==> src/rtl/ac_ph_accum_if.sv <==
// Polar-result input stream and averaged-result output stream for ac_ph_accum.
// The slave modport is the accumulator's view; master is the producer/consumer side.
interface ac_ph_accum_if #(
  parameter int CHANNELS  = 4,
  parameter int MAG_WIDTH = 32,
  parameter int PH_WIDTH  = 32
);
  localparam int CH_W = $clog2(CHANNELS);

  logic                       i_vld;
  logic                       i_rdy;
  logic [CH_W-1:0]            i_ch;
  logic [MAG_WIDTH-1:0]       i_mag;
  logic signed [PH_WIDTH-1:0] i_phase;

  logic                       o_vld;
  logic                       o_rdy;
  logic [CH_W-1:0]            o_ch;
  logic [MAG_WIDTH-1:0]       o_ac;
  logic signed [PH_WIDTH-1:0] o_ph;
  logic                       o_last;

  modport slave (
    input  i_vld, i_ch, i_mag, i_phase, o_rdy,
    output i_rdy, o_vld, o_ch, o_ac, o_ph, o_last
  );

  modport master (
    output i_vld, i_ch, i_mag, i_phase, o_rdy,
    input  i_rdy, o_vld, o_ch, o_ac, o_ph, o_last
  );
endinterface

==> src/rtl/ac_ph_accum.sv <==
// Collects one polar result per channel per frame, accumulates magnitude and phase
// relative to a reference channel over 2^AVG_LOG frames, then streams the averages.
module ac_ph_accum #(
  parameter int CHANNELS  = 4,
  parameter int MAG_WIDTH = 32,
  parameter int PH_WIDTH  = 32,
  parameter int AVG_LOG   = 2,
  parameter int REF_CH    = 0,
  parameter int PI_CODE   = 843314857
) (
  input  logic         clk,
  input  logic         rst,
  ac_ph_accum_if.slave bus,
  output logic         frame_done,
  output logic         err_seq
);
  localparam int CH_W = $clog2(CHANNELS);
  localparam int MA_W = MAG_WIDTH + AVG_LOG;
  localparam int PA_W = PH_WIDTH + AVG_LOG;
  localparam logic [CH_W-1:0]           LAST_CH  = CH_W'(CHANNELS - 1);
  localparam logic [AVG_LOG:0]          FRAMES   = (AVG_LOG + 1)'(1 << AVG_LOG);
  localparam logic signed [PH_WIDTH:0]  PI_W     = (PH_WIDTH + 1)'(PI_CODE);
  localparam logic signed [PH_WIDTH:0]  TWO_PI_W = PI_W + PI_W;

  // Fold a raw phase difference back into [-pi, pi) with a single correction.
  function automatic logic signed [PH_WIDTH:0] wrap_phase(input logic signed [PH_WIDTH:0] d);
    if (d >= PI_W) return d - TWO_PI_W;
    if (d < -PI_W) return d + TWO_PI_W;
    return d;
  endfunction

  function automatic logic signed [PA_W-1:0] add_phase(input logic signed [PA_W-1:0] acc,
                                                        input logic signed [PH_WIDTH:0] d);
    return acc + PA_W'(d);
  endfunction

  function automatic logic [MAG_WIDTH-1:0] avg_mag(input logic [MA_W-1:0] acc);
    return MAG_WIDTH'(acc >> AVG_LOG);
  endfunction

  function automatic logic signed [PH_WIDTH-1:0] avg_phase(input logic signed [PA_W-1:0] acc);
    return PH_WIDTH'(acc >>> AVG_LOG);
  endfunction

  typedef enum logic [1:0] {COLLECT, ACCUM, OUTPUT} state_t;

  state_t                     state, state_nxt;
  logic [CH_W-1:0]            exp_idx, acc_idx, out_idx;
  logic [AVG_LOG:0]           frame_cnt;
  logic [MAG_WIDTH-1:0]       mag_rf [CHANNELS];
  logic signed [PH_WIDTH-1:0] ph_rf  [CHANNELS];
  logic [MA_W-1:0]            mag_acc [CHANNELS];
  logic signed [PA_W-1:0]     ph_acc  [CHANNELS];
  logic                       in_fire, in_match, in_store;
  logic                       out_fire, out_done, accum_last;
  logic signed [PH_WIDTH:0]   diff_p0;

  assign in_fire    = bus.i_vld && bus.i_rdy;
  assign in_match   = bus.i_ch == exp_idx;
  assign in_store   = in_fire && (in_match || bus.i_ch == '0);
  assign out_fire   = bus.o_vld && bus.o_rdy;
  assign out_done   = out_fire && out_idx == LAST_CH;
  assign accum_last = state == ACCUM && acc_idx == LAST_CH;
  assign diff_p0    = wrap_phase((PH_WIDTH + 1)'(ph_rf[acc_idx]) - (PH_WIDTH + 1)'(ph_rf[REF_CH]));

  always_ff @(posedge clk or posedge rst) begin
    if (rst) state <= COLLECT;
    else     state <= state_nxt;
  end

  always_comb begin
    state_nxt  = state;
    bus.i_rdy  = 1'b0;
    bus.o_vld  = 1'b0;
    frame_done = 1'b0;
    unique case (state)
      COLLECT: begin
        bus.i_rdy = 1'b1;
        if (in_fire && in_match && exp_idx == LAST_CH) state_nxt = ACCUM;
      end
      ACCUM: begin
        if (acc_idx == LAST_CH) begin
          frame_done = 1'b1;
          state_nxt  = (frame_cnt + (AVG_LOG + 1)'(1) == FRAMES) ? OUTPUT : COLLECT;
        end
      end
      OUTPUT: begin
        bus.o_vld = 1'b1;
        if (out_done) state_nxt = COLLECT;
      end
      default: state_nxt = COLLECT;
    endcase
  end

  // Output beat is a pure function of registered state, so it holds under backpressure.
  assign bus.o_ch   = out_idx;
  assign bus.o_last = bus.o_vld && out_idx == LAST_CH;
  assign bus.o_ac   = avg_mag(mag_acc[out_idx]);
  assign bus.o_ph   = avg_phase(ph_acc[out_idx]);

  always_ff @(posedge clk or posedge rst) begin
    if (rst) begin
      exp_idx   <= '0;
      acc_idx   <= '0;
      out_idx   <= '0;
      frame_cnt <= '0;
      err_seq   <= 1'b0;
    end else begin
      err_seq <= in_fire && !in_match;
      // An out-of-order channel 0 restarts the frame; any other stray waits for channel 0.
      if (in_fire) begin
        if (in_match) exp_idx <= (exp_idx == LAST_CH) ? '0 : exp_idx + CH_W'(1);
        else          exp_idx <= (bus.i_ch == '0) ? CH_W'(1) : '0;
      end
      if (state == ACCUM) acc_idx <= (acc_idx == LAST_CH) ? '0 : acc_idx + CH_W'(1);
      if (accum_last)    frame_cnt <= frame_cnt + (AVG_LOG + 1)'(1);
      else if (out_done) frame_cnt <= '0;
      if (out_fire) out_idx <= (out_idx == LAST_CH) ? '0 : out_idx + CH_W'(1);
    end
  end

  // Stage p0: per-channel frame capture.
  always_ff @(posedge clk) begin
    if (in_store) begin
      mag_rf[bus.i_ch] <= bus.i_mag;
      ph_rf[bus.i_ch]  <= bus.i_phase;
    end
  end

  // Stage p1: one channel accumulated per ACCUM cycle.
  always_ff @(posedge clk or posedge rst) begin
    if (rst) begin
      for (int k = 0; k < CHANNELS; k++) begin
        mag_acc[k] <= '0;
        ph_acc[k]  <= '0;
      end
    end else if (out_done) begin
      for (int k = 0; k < CHANNELS; k++) begin
        mag_acc[k] <= '0;
        ph_acc[k]  <= '0;
      end
    end else if (state == ACCUM) begin
      mag_acc[acc_idx] <= mag_acc[acc_idx] + MA_W'(mag_rf[acc_idx]);
      ph_acc[acc_idx]  <= add_phase(ph_acc[acc_idx], diff_p0);
    end
  end
endmodule

==> src/flat_wrapper.sv <==
// flat-port wrapper written by rule: the top's interface ports become plain ports
module ac_ph_accum_flat 
#(
  parameter int CHANNELS  = 4,
  parameter int MAG_WIDTH = 32,
  parameter int PH_WIDTH  = 32,
  parameter int AVG_LOG   = 2,
  parameter int REF_CH    = 0,
  parameter int PI_CODE   = 843314857
)
  (clk, rst, frame_done, err_seq, bus_i_vld, bus_i_ch, bus_i_mag, bus_i_phase, bus_o_rdy, bus_i_rdy, bus_o_vld, bus_o_ch, bus_o_ac, bus_o_ph, bus_o_last);
  ac_ph_accum_if #(.CHANNELS(CHANNELS), .MAG_WIDTH(MAG_WIDTH), .PH_WIDTH(PH_WIDTH)) bus_i ();
  input  logic clk;
  input  logic rst;
  output logic frame_done;
  output logic err_seq;
  input wire logic [$bits(bus_i.i_vld)-1:0] bus_i_vld;
  input wire logic [$bits(bus_i.i_ch)-1:0] bus_i_ch;
  input wire logic [$bits(bus_i.i_mag)-1:0] bus_i_mag;
  input wire logic [$bits(bus_i.i_phase)-1:0] bus_i_phase;
  input wire logic [$bits(bus_i.o_rdy)-1:0] bus_o_rdy;
  output wire logic [$bits(bus_i.i_rdy)-1:0] bus_i_rdy;
  output wire logic [$bits(bus_i.o_vld)-1:0] bus_o_vld;
  output wire logic [$bits(bus_i.o_ch)-1:0] bus_o_ch;
  output wire logic [$bits(bus_i.o_ac)-1:0] bus_o_ac;
  output wire logic [$bits(bus_i.o_ph)-1:0] bus_o_ph;
  output wire logic [$bits(bus_i.o_last)-1:0] bus_o_last;
  assign bus_i.i_vld = bus_i_vld;
  assign bus_i.i_ch = bus_i_ch;
  assign bus_i.i_mag = bus_i_mag;
  assign bus_i.i_phase = bus_i_phase;
  assign bus_i.o_rdy = bus_o_rdy;
  assign bus_i_rdy = bus_i.i_rdy;
  assign bus_o_vld = bus_i.o_vld;
  assign bus_o_ch = bus_i.o_ch;
  assign bus_o_ac = bus_i.o_ac;
  assign bus_o_ph = bus_i.o_ph;
  assign bus_o_last = bus_i.o_last;
  ac_ph_accum #(.CHANNELS(CHANNELS), .MAG_WIDTH(MAG_WIDTH), .PH_WIDTH(PH_WIDTH), .AVG_LOG(AVG_LOG), .REF_CH(REF_CH), .PI_CODE(PI_CODE)) u_core (.clk(clk), .rst(rst), .bus(bus_i), .frame_done(frame_done), .err_seq(err_seq));
endmodule
==> config.mk <==
export PLATFORM = sky130hd
export DESIGN_NAME = ac_ph_accum_flat
export DESIGN_NICKNAME = d
export VERILOG_FILES = /design/src/rtl/ac_ph_accum_if.sv /design/src/rtl/ac_ph_accum.sv /design/src/flat_wrapper.sv
export SDC_FILE = /design/constraint.sdc
export NUM_CORES = 1
export LEC_CHECK = 0
export BUFFER_PORTS_ARGS = -buffer_cell sky130_fd_sc_hd__buf_2
export CORE_MARGIN = 2
export CORE_UTILIZATION = 43
export CTS_CLUSTER_DIAMETER = 50
export CTS_CLUSTER_SIZE = 30
export DETAILED_ROUTE_END_ITERATION = 10
export GPL_ROUTABILITY_DRIVEN = 0
export PLACE_DENSITY = 0.58
export REMOVE_ABC_BUFFERS = 1
export SKIP_LAST_GASP = 1
export SYNTH_ARGS = -nofsm -noshare
export SYNTH_HDL_FRONTEND = slang
export SYNTH_SLANG_ARGS = --single-unit
export TNS_END_PERCENT = 50
==> constraint.sdc <==
create_clock -name clk -period 16.9 [get_ports clk]
set_clock_uncertainty 0.15 [all_clocks]
set_input_delay 1.69 -clock clk [delete_from_list [all_inputs] [get_ports clk]]
set_output_delay 1.69 -clock clk [all_outputs]
set_load 0.1 [all_outputs]
==> results of run 1 <==
registers in the layout, summed over array words and instances, names as in the netlist:
register,flops
u_core.err_seq,1
u_core.mag_rf,128
u_core.frame_cnt,3
u_core.ph_acc,136
u_core.exp_idx,2
u_core.mag_acc,136
u_core.state,2
u_core.ph_rf,128
u_core.bus.o_ch,2
u_core.acc_idx,2
worst min-delay path, stage by stage (launching register included):
cell and delay, ps:
dfrtp_1 340, nand3_1 60, o21ai_0 60
final cells by class:
type,count,share of cell area
Clock inverter,48,0.0207
Clock buffer,62,0.0443
Sequential cell,540,0.441
Tap cell,931,0.0347
Multi-Input combinational cell,1705,0.422
Timing Repair Buffer,169,0.0274
Inverter,82,0.00940
logic make-up after synthesis:
family          Yosys count  synth area share
compound gates          667             0.139
simple gates            608             0.101
flops                   540             0.496
buf+inv                 243            0.0321
mux                     202             0.150
xor+xnor                118            0.0349
fa+ha+maj               110            0.0469
through the flow:
stage,util,hold WS [ps],cell area (µm²)
2_1_floorplan,-,310,29200
3_3_place_gp,0.457,327,31400
3_5_place_dp,0.457,339,31400
4_1_cts,0.488,354,33500
5_1_grt,0.488,386,33500
6_report,0.488,350,33500
cell usage in the layout (no fill, tap or decap), types with 20 or more instances in the layout:
cell | synthesis | routed
o21ai_0 | 289 | 289
nand3_1 | 230 | 230
nor2_1 | 88 | 85
xor2_1 | 40 | 40
clkbuf_16 | 0 | 59
a22o_1 | 44 | 44
nor2b_1 | 20 | 20
dfrtp_1 | 284 | 280
ha_1 | 107 | 107
nor3_1 | 28 | 27
inv_1 | 82 | 81
edfxtp_1 | 256 | 256
nand2_1 | 123 | 118
buf_4 | 0 | 29
a21o_1 | 40 | 40
a21oi_1 | 123 | 123
xnor2_1 | 77 | 77
buf_2 | 16 | 140
mux4_2 | 196 | 196
how the worst max path moves through the flow:
stage / startpoint / end / slack (ps) / cells past startpoint
6_report: u_core.acc_idx[1] / u_core.ph_acc[67] / 6900 / 31
3_5_place_dp: u_core.acc_idx[1] / u_core.ph_acc[135] / 7150 / 31
2_1_floorplan: u_core.acc_idx[0] / u_core.ph_acc[101] / 4120 / 31
3_3_place_gp: u_core.acc_idx[1] / u_core.ph_acc[101] / 7300 / 31
5_1_grt: u_core.acc_idx[1] / u_core.ph_acc[67] / 6210 / 31
4_1_cts: u_core.acc_idx[1] / u_core.ph_acc[67] / 7130 / 31
per-layer routing:
layer,vias to the layer above,global-route usage,part of all wire
li1,9680,-,-
met1,11000,0.303,0.44
met2,691,0.362,0.48
met3,145,0.0309,0.052
met4,6,0.0716,0.029
met5,-,0,0.00041
==> flow_summary_export.csv, run 1 <==
group,metric,value,unit
status,status,"complete, no violations",
cells_and_area,antenna_cells,0,
sta,final.setup.worst_slack,6900,ps
detailed_routing,first_pass_iters,6,
placed_design,place_inst,3427,
floorplan,die_w,267,µm
setup_path,critical_path_required,17240,ps
synthesis,synthCells,2488,
cells_and_area,seqCellArea,0.0148,mm²
setup_path,path_delay_family,"compound AO/OA/AOI/OAI gates",
clocking,clock-root-buffer,"clkbuf_16",
clocking,htree_levels,2,
cells_and_area,area_growth,12.4,%
cells_and_area,multi_input_area,0.0142,mm²
synthesis,synth_most_common_cell,"o21ai_0",
grt,grt_pass1_vias,21200,
setup_path,worst-r2r-setup-slack,6900,ps
sta,drv_slew,0,
detailed_routing,drcViolationCount,0,
setup_path,crit_buf_inv,1,
setup_path,reg2reg_from,"u_core.acc_idx[1]",
synthesis,yosys.area.top_type,"edfxtp_1",
detailed_routing,via_per_inst,6.07,
clocking,hold_buffers,0,
grt,antenna_found_initial,3,
job,maxCapViolations,0,
cells_and_area,nFillCells,6176,
synthesis,syn_avg_cell_area,12.0,µm²
sta,setup-tns-final,0,ps
setup_path,arrival,10340,ps
synthesis,synth-main-ff-cell,"dfrtp_1",
sta,grt_setup_unrepaired,"no",
sta,maxSlewHeadroom,0.251,
floorplan,ios,141,
floorplan,dieArea,0.0716,mm²
synthesis,yosysWarnings,0,
floorplan,core,0.0687,mm²
setup_path,cp_max_fo,58,
placed_design,dp_hpwl,51800,µm
cells_and_area,num-nets-final,2736,
synthesis,syn_area,0.0299,mm²
clocking,path_clk_slew,60,ps
hold_path,min-delay-start,"u_core.ph_acc[103]",
setup_path,end_kind,"flop",
detailed_routing,wl_per_cell,22.2,µm
detailed_routing,antenna_left,0,
detailed_routing,wl,78600,µm
hold_path,whs_path_depth,2,
setup_path,crit_path_frequent_cell,"nor2_1",
clocking,clk_latency,660,ps
grt,grt_pass1_wl,123000,µm
floorplan,initial_core_util,0.435,
clocking,postCtsSetupBuffers,0,
placed_design,portBuffers,140,
grt,grt_max_degree,86,
synthesis,synthTopCellsByArea,"edfxtp_1 26%, dfrtp_1 24%, mux4_2 15%",
placed_design,post-place-ws,7150,ps
synthesis,seq_area_frac_synth,0.496,
hold_path,hold_end,"u_core.ph_acc[103]",
cells_and_area,drive_gt1_frac,0.197,
clocking,postCtsResizedCells,0,
sta,worstMarginPinSlew,1120,ps
sta,hold_viol_final,0,
floorplan,dieHeight,267,µm
synthesis,synth_edf_count,256,
sta,setup_viol,0,
detailed_routing,vias,21500,
cells_and_area,fin_cells,3537,
hold_path,hold_path.class,"reg2reg",
sta,post-route-period-util,0.592,
grt,grt-ovfl-total,0,
synthesis,synth_top_area_frac,0.257,
floorplan,row_count,96,
clocking,cts-buffers-inserted,58,
clocking,clock_sinks,540,
setup_path,cpPeakStageDelay,1060,ps
sta,period_needed,10000,ps
synthesis,synthTopCellsByCount,"289 x o21ai_0, 284 x dfrtp_1, 256 x edfxtp_1, 230 x nand3_1, 196 x mux4_2",
setup_path,reg2regPathDepth,31,
grt,track_usage,0.220,
synthesis,synth_cell_types,87,
sta,fmax,0.100,GHz
setup_path,critPathKind,"reg2reg",
synthesis,synth-seq-cells,540,
detailed_routing,first_iter_violations,1654,
clocking,cts_tree,"done",
clocking,cts_buffer_depth,3,
synthesis,synthArstFlopShare,0.526,
setup_path,cp-start-kind,"flop",
setup_path,timing.rr.end,"u_core.ph_acc[67]",
setup_path,cpMaxStageDelayCell,"dfrtp_4",
Power of run 1 is not shown: default switching activity piles up to over one toggle a cycle in this logic, so the estimate is an artifact.
==> run 2: changes to the inputs <==
- clock period: 16.9 -> 9.9 ns (I/O delays scaled with it)
==> run 2 against run 1 <==
- first-iteration DRC count is 5.9% higher
- worst hold slack worse by 69 ps
- sequential cell count stayed put
- global-route usage is 0.33 points higher
- worst setup slack worse by 6000 ps
- register-to-register slack worse by 6000 ps
- routed wire length is 0.65% higher
==> flow_summary_export.csv, run 2 (synthesis results as in run 1) <==
group,metric,value,unit
sta,post-route-period-util,0.911,
detailed_routing,wl_per_cell,22.2,µm
clocking,cts-buffers-inserted,66,
clocking,cts_tree,"done",
detailed_routing,via_per_inst,6.02,
floorplan,die_w,267,µm
setup_path,cp_max_fo,21,
floorplan,core,0.0687,mm²
setup_path,cp-start-kind,"flop",
floorplan,dieHeight,267,µm
setup_path,crit_start,"u_core.acc_idx[0]",
hold_path,hold_path.class,"in2async",
floorplan,ios,141,
sta,fmax,0.111,GHz
setup_path,critPathKind,"reg2reg",
clocking,path_clk_slew,70,ps
detailed_routing,antenna_left,0,
setup_path,cpPeakStageDelay,720,ps
placed_design,place_area,0.0314,mm²
setup_path,crit_path_frequent_cell,"o21ai_0",
sta,setup-tns-final,0,ps
sta,maxSlewHeadroom,0.246,
placed_design,dp_hpwl,52100,µm
detailed_routing,first_pass_iters,6,
job,maxCapViolations,0,
setup_path,reg2regPathDepth,29,
sta,grt_setup_unrepaired,"no",
cells_and_area,drive_gt1_frac,0.203,
sta,drv_slew,0,
cells_and_area,area_growth,13.1,%
cells_and_area,num-nets-final,2753,
clocking,hold_buffers,0,
sta,setup_viol,0,
grt,grt-ovfl-total,0,
floorplan,initial_core_util,0.435,
grt,track_usage,0.224,
sta,worstMarginPinSlew,1130,ps
cells_and_area,final_cell_mix,"289 x o21ai_0, 280 x dfrtp_1, 256 x edfxtp_1",
setup_path,arrival,9350,ps
detailed_routing,first_iter_violations,1752,
detailed_routing,vias,21400,
cells_and_area,final_common_cell,"o21ai_0",
placed_design,portBuffers,140,
clocking,cts_buffer_depth,3,
sta,period_needed,9020,ps
floorplan,dieArea,0.0716,mm²
sta,hold_viol_final,0,
grt,grt_max_degree,100,
setup_path,end_kind,"flop",
setup_path,critical_path_required,10220,ps
setup_path,cpMaxStageDelayCell,"dfrtp_4",
setup_path,reg2reg_from,"u_core.acc_idx[0]",
grt,grt_pass1_wl,124000,µm
clocking,clk_latency,620,ps
cells_and_area,largestRegisters,"u_core.mag_acc: 136 flops, u_core.ph_acc: 136 flops",
detailed_routing,wl,79100,µm
clocking,clock_sinks,540,
status,status,"complete, no violations",
clocking,clock-root-buffer,"clkbuf_16",
clocking,htree_levels,3,
grt,grt_pass1_vias,21300,
floorplan,row_count,96,
detailed_routing,drcViolationCount,0,
cells_and_area,design_area,0.0338,mm²
grt,antenna_found_initial,3,
-- run 2: cell types whose count changed in the layout (fill, tap and decap cells not counted), sizes merged --
cell and delta:
clkbuf +14, buf +9, bufinv -3, clkinv +3, clkinvlp -1, diode +1
inv -1
-- run 2: worst paths after layout --
kind,to,slack (ps)
max,u_core.ph_acc[135],880
min,u_core.mag_acc[96],280
max reg2reg,u_core.ph_acc[135],880
min reg2reg,u_core.frame_cnt[2],350
max in group asynchronous,u_core.acc_idx[1],7180
min in group clk,u_core.frame_cnt[2],350
-- run 2: repair_timing --
action	CTS	global route
gates resized for setup	0	3
endpoints found under the setup margin	0	8
buffers inserted	0	0
-- run 2: layout make-up --
class / instances / area [µm²]
fillers: 6127 / 34900
flip-flops and latches: 540 / 14800
multi-input cells: 1705 / 14200
clock buffers: 76 / 1760
well taps: 931 / 1160
repair buffers: 178 / 998
clock inverters: 46 / 532
inverters: 82 / 315
diodes: 1 / 2.50
-- run 2: worst max-delay path: cells and delay by family, from the launching register on --
kind	cells	cell delay, ps
AO/OA/AOI/OAI	16	4150
adder cells (fa/ha/maj)	2	670
buffers and inverters	1	260
XOR/XNOR	1	300
multiplexers	1	580
AND/OR/NAND/NOR	8	2030
flip-flops	1	720
-- run 2: per-stage QoR --
stage | worst slack (ps) | cells | hold slack [ps] | utilization
floorplan | -2880 | 2327 | 310 | -
global placement | 989 | 3436 | 326 | 0.458
detailed placement | 919 | 3436 | 340 | 0.458
CTS | 853 | 3558 | 302 | 0.491
global route | 83.7 | 3558 | 337 | 0.491
finish | 877 | 3559 | 281 | 0.491
-- run 2: routing by layer --
metal	GRT usage	vias up	share of wire	wire, µm
met3	0.0332	121	0.059	4680
met2	0.365	702	0.48	37900
li1	-	9748	-	-
met4	0.0737	6	0.026	2090
met5	0	-	0.00039	31
met1	0.308	10900	0.44	34400
Power of run 2 is left out for the same reason.
==> run 3: changes to the inputs <==
- CTS_BUF_LIST: unset -> sky130_fd_sc_hd__clkbuf_4 sky130_fd_sc_hd__clkbuf_8
==> run 3 against run 2 <==
- sequential share of layout area up 1.0 points
- final area is 2.3% lower
- die area stayed put
- cell count about the same
==> flow_summary_export.csv, run 3 (synthesis results as in run 1) <==
group,metric,value,unit
floorplan,initial_core_util,0.435,
setup_path,crit_path_frequent_cell,"o21ai_0",
grt,track_usage,0.223,
clocking,hold_buffers,0,
setup_path,critical_path_required,10280,ps
sta,drv_slew,0,
status,status,"complete, no violations",
clocking,path_clk_slew,100,ps
detailed_routing,first_pass_iters,5,
detailed_routing,drcViolationCount,0,
setup_path,critPathKind,"reg2reg",
cells_and_area,design_area,0.0330,mm²
cells_and_area,area_growth,10.5,%
job,maxCapViolations,0,
grt,grt_pass1_vias,21300,
setup_path,arrival,9450,ps
cells_and_area,drive_gt1_frac,0.206,
sta,setup-tns-final,0,ps
setup_path,cp_max_fo,21,
sta,hold_viol_final,0,
clocking,clock-root-buffer,"clkbuf_8",
setup_path,reg2reg_from,"u_core.acc_idx[0]",
grt,antenna_found_initial,5,
sta,period_needed,9080,ps
sta,post-route-period-util,0.917,
placed_design,portBuffers,140,
detailed_routing,antenna_left,0,
clocking,clock_sinks,540,
floorplan,die_w,267,µm
floorplan,row_count,96,
cells_and_area,num-nets-final,2753,
cells_and_area,largestRegisters,"u_core.mag_acc: 136 flops, u_core.ph_acc: 136 flops",
grt,grt-ovfl-total,0,
setup_path,crit_start,"u_core.acc_idx[0]",
sta,fmax,0.110,GHz
clocking,cts_buffer_depth,3,
sta,final.setup.worst_slack,822,ps
setup_path,end_kind,"flop",
cells_and_area,final_common_cell,"o21ai_0",
sta,maxSlewHeadroom,0.244,
placed_design,place_area,0.0314,mm²
placed_design,dp_hpwl,52100,µm
clocking,cts-buffers-inserted,66,
floorplan,core,0.0687,mm²
floorplan,ios,141,
hold_path,hold_path.class,"in2async",
clocking,cts_tree,"done",
setup_path,cpPeakStageDelay,730,ps
clocking,clk_latency,690,ps
sta,grt_setup_unrepaired,"no",
floorplan,dieArea,0.0716,mm²
sta,worstMarginPinSlew,1130,ps
detailed_routing,via_per_inst,6.01,
detailed_routing,first_iter_violations,1780,
placed_design,post-place-ws,919,ps
detailed_routing,wl_per_cell,22.2,µm
setup_path,cpMaxStageDelayCell,"dfrtp_4",
detailed_routing,vias,21400,
clocking,htree_levels,3,
detailed_routing,wl,79100,µm
cells_and_area,final_cell_mix,"289 x o21ai_0, 280 x dfrtp_1, 256 x edfxtp_1",
floorplan,dieHeight,267,µm
grt,grt_max_degree,100,
sta,setup_viol,0,
grt,grt_pass1_wl,123000,µm
setup_path,cp-start-kind,"flop",
==> run 3: cell count changes in the layout (fill, tap and decap cells not counted), moves of 6 or more <==
cell / before / now
clkbuf_16: 69 / 0
clkbuf_8: 1 / 68
clkbuf_1: 6 / 0
clkbuf_4: 0 / 6
==> run 3: path summary, 6_finish.rpt <==
path / to / slack (ps) / depth (start not counted)
min in group clk: u_core.mag_rf[1][16] / 350 / 1
max: u_core.ph_acc[135] / 820 / 29
max reg2reg: u_core.ph_acc[135] / 820 / 29
min reg2reg: u_core.frame_cnt[2] / 360 / 1
max in group asynchronous: u_core.acc_idx[1] / 7230 / 4
min: u_core.mag_acc[96] / 210 / 2
==> run 3: layout make-up <==
type                            count  area [µm²]
Multi-Input combinational cell   1705       14200
Clock buffer                       74         981
Tap cell                          931        1160
Fill cell                        6230       35700
Inverter                           82         315
Sequential cell                   540       14800
Clock inverter                     48         539
Timing Repair Buffer              178         998
Antenna cell                        3        7.51
==> run 3: per-layer routing <==
metal  GRT usage  wire (µm)  vias to the layer above
li1            -          -                     9735
met1       0.306      34600                    10900
met2       0.363      37900                      637
met3      0.0326       4300                      125
met4      0.0770       2210                        6
met5           0         41                        -
==> run 3: worst max-delay path, delay by kind of cell, from the launching register on <==
family / cells / cell delay (ps)
AO/OA/AOI/OAI: 15 / 4110
XOR/XNOR: 1 / 300
adder cells (fa/ha/maj): 2 / 670
buffers and inverters: 2 / 450
flip-flops: 1 / 730
multiplexers: 1 / 580
AND/OR/NAND/NOR: 8 / 1920
==> run 3: through the flow <==
stage / hold slack, ps / util / cells
6_report: 205 / 0.480 / 3561
4_1_cts: 205 / 0.480 / 3558
3_5_place_dp: 340 / 0.458 / 3436
3_3_place_gp: 326 / 0.458 / 3436
2_1_floorplan: 310 / - / 2327
5_1_grt: 244 / 0.480 / 3560
==> run 3: timing repair <==
item,in CTS,in global routing
resized for setup,0,3
endpoints found under the hold margin,0,0
buffers inserted,0,0
endpoints found under the setup margin,0,8
Power of run 3 is left out for the same reason.
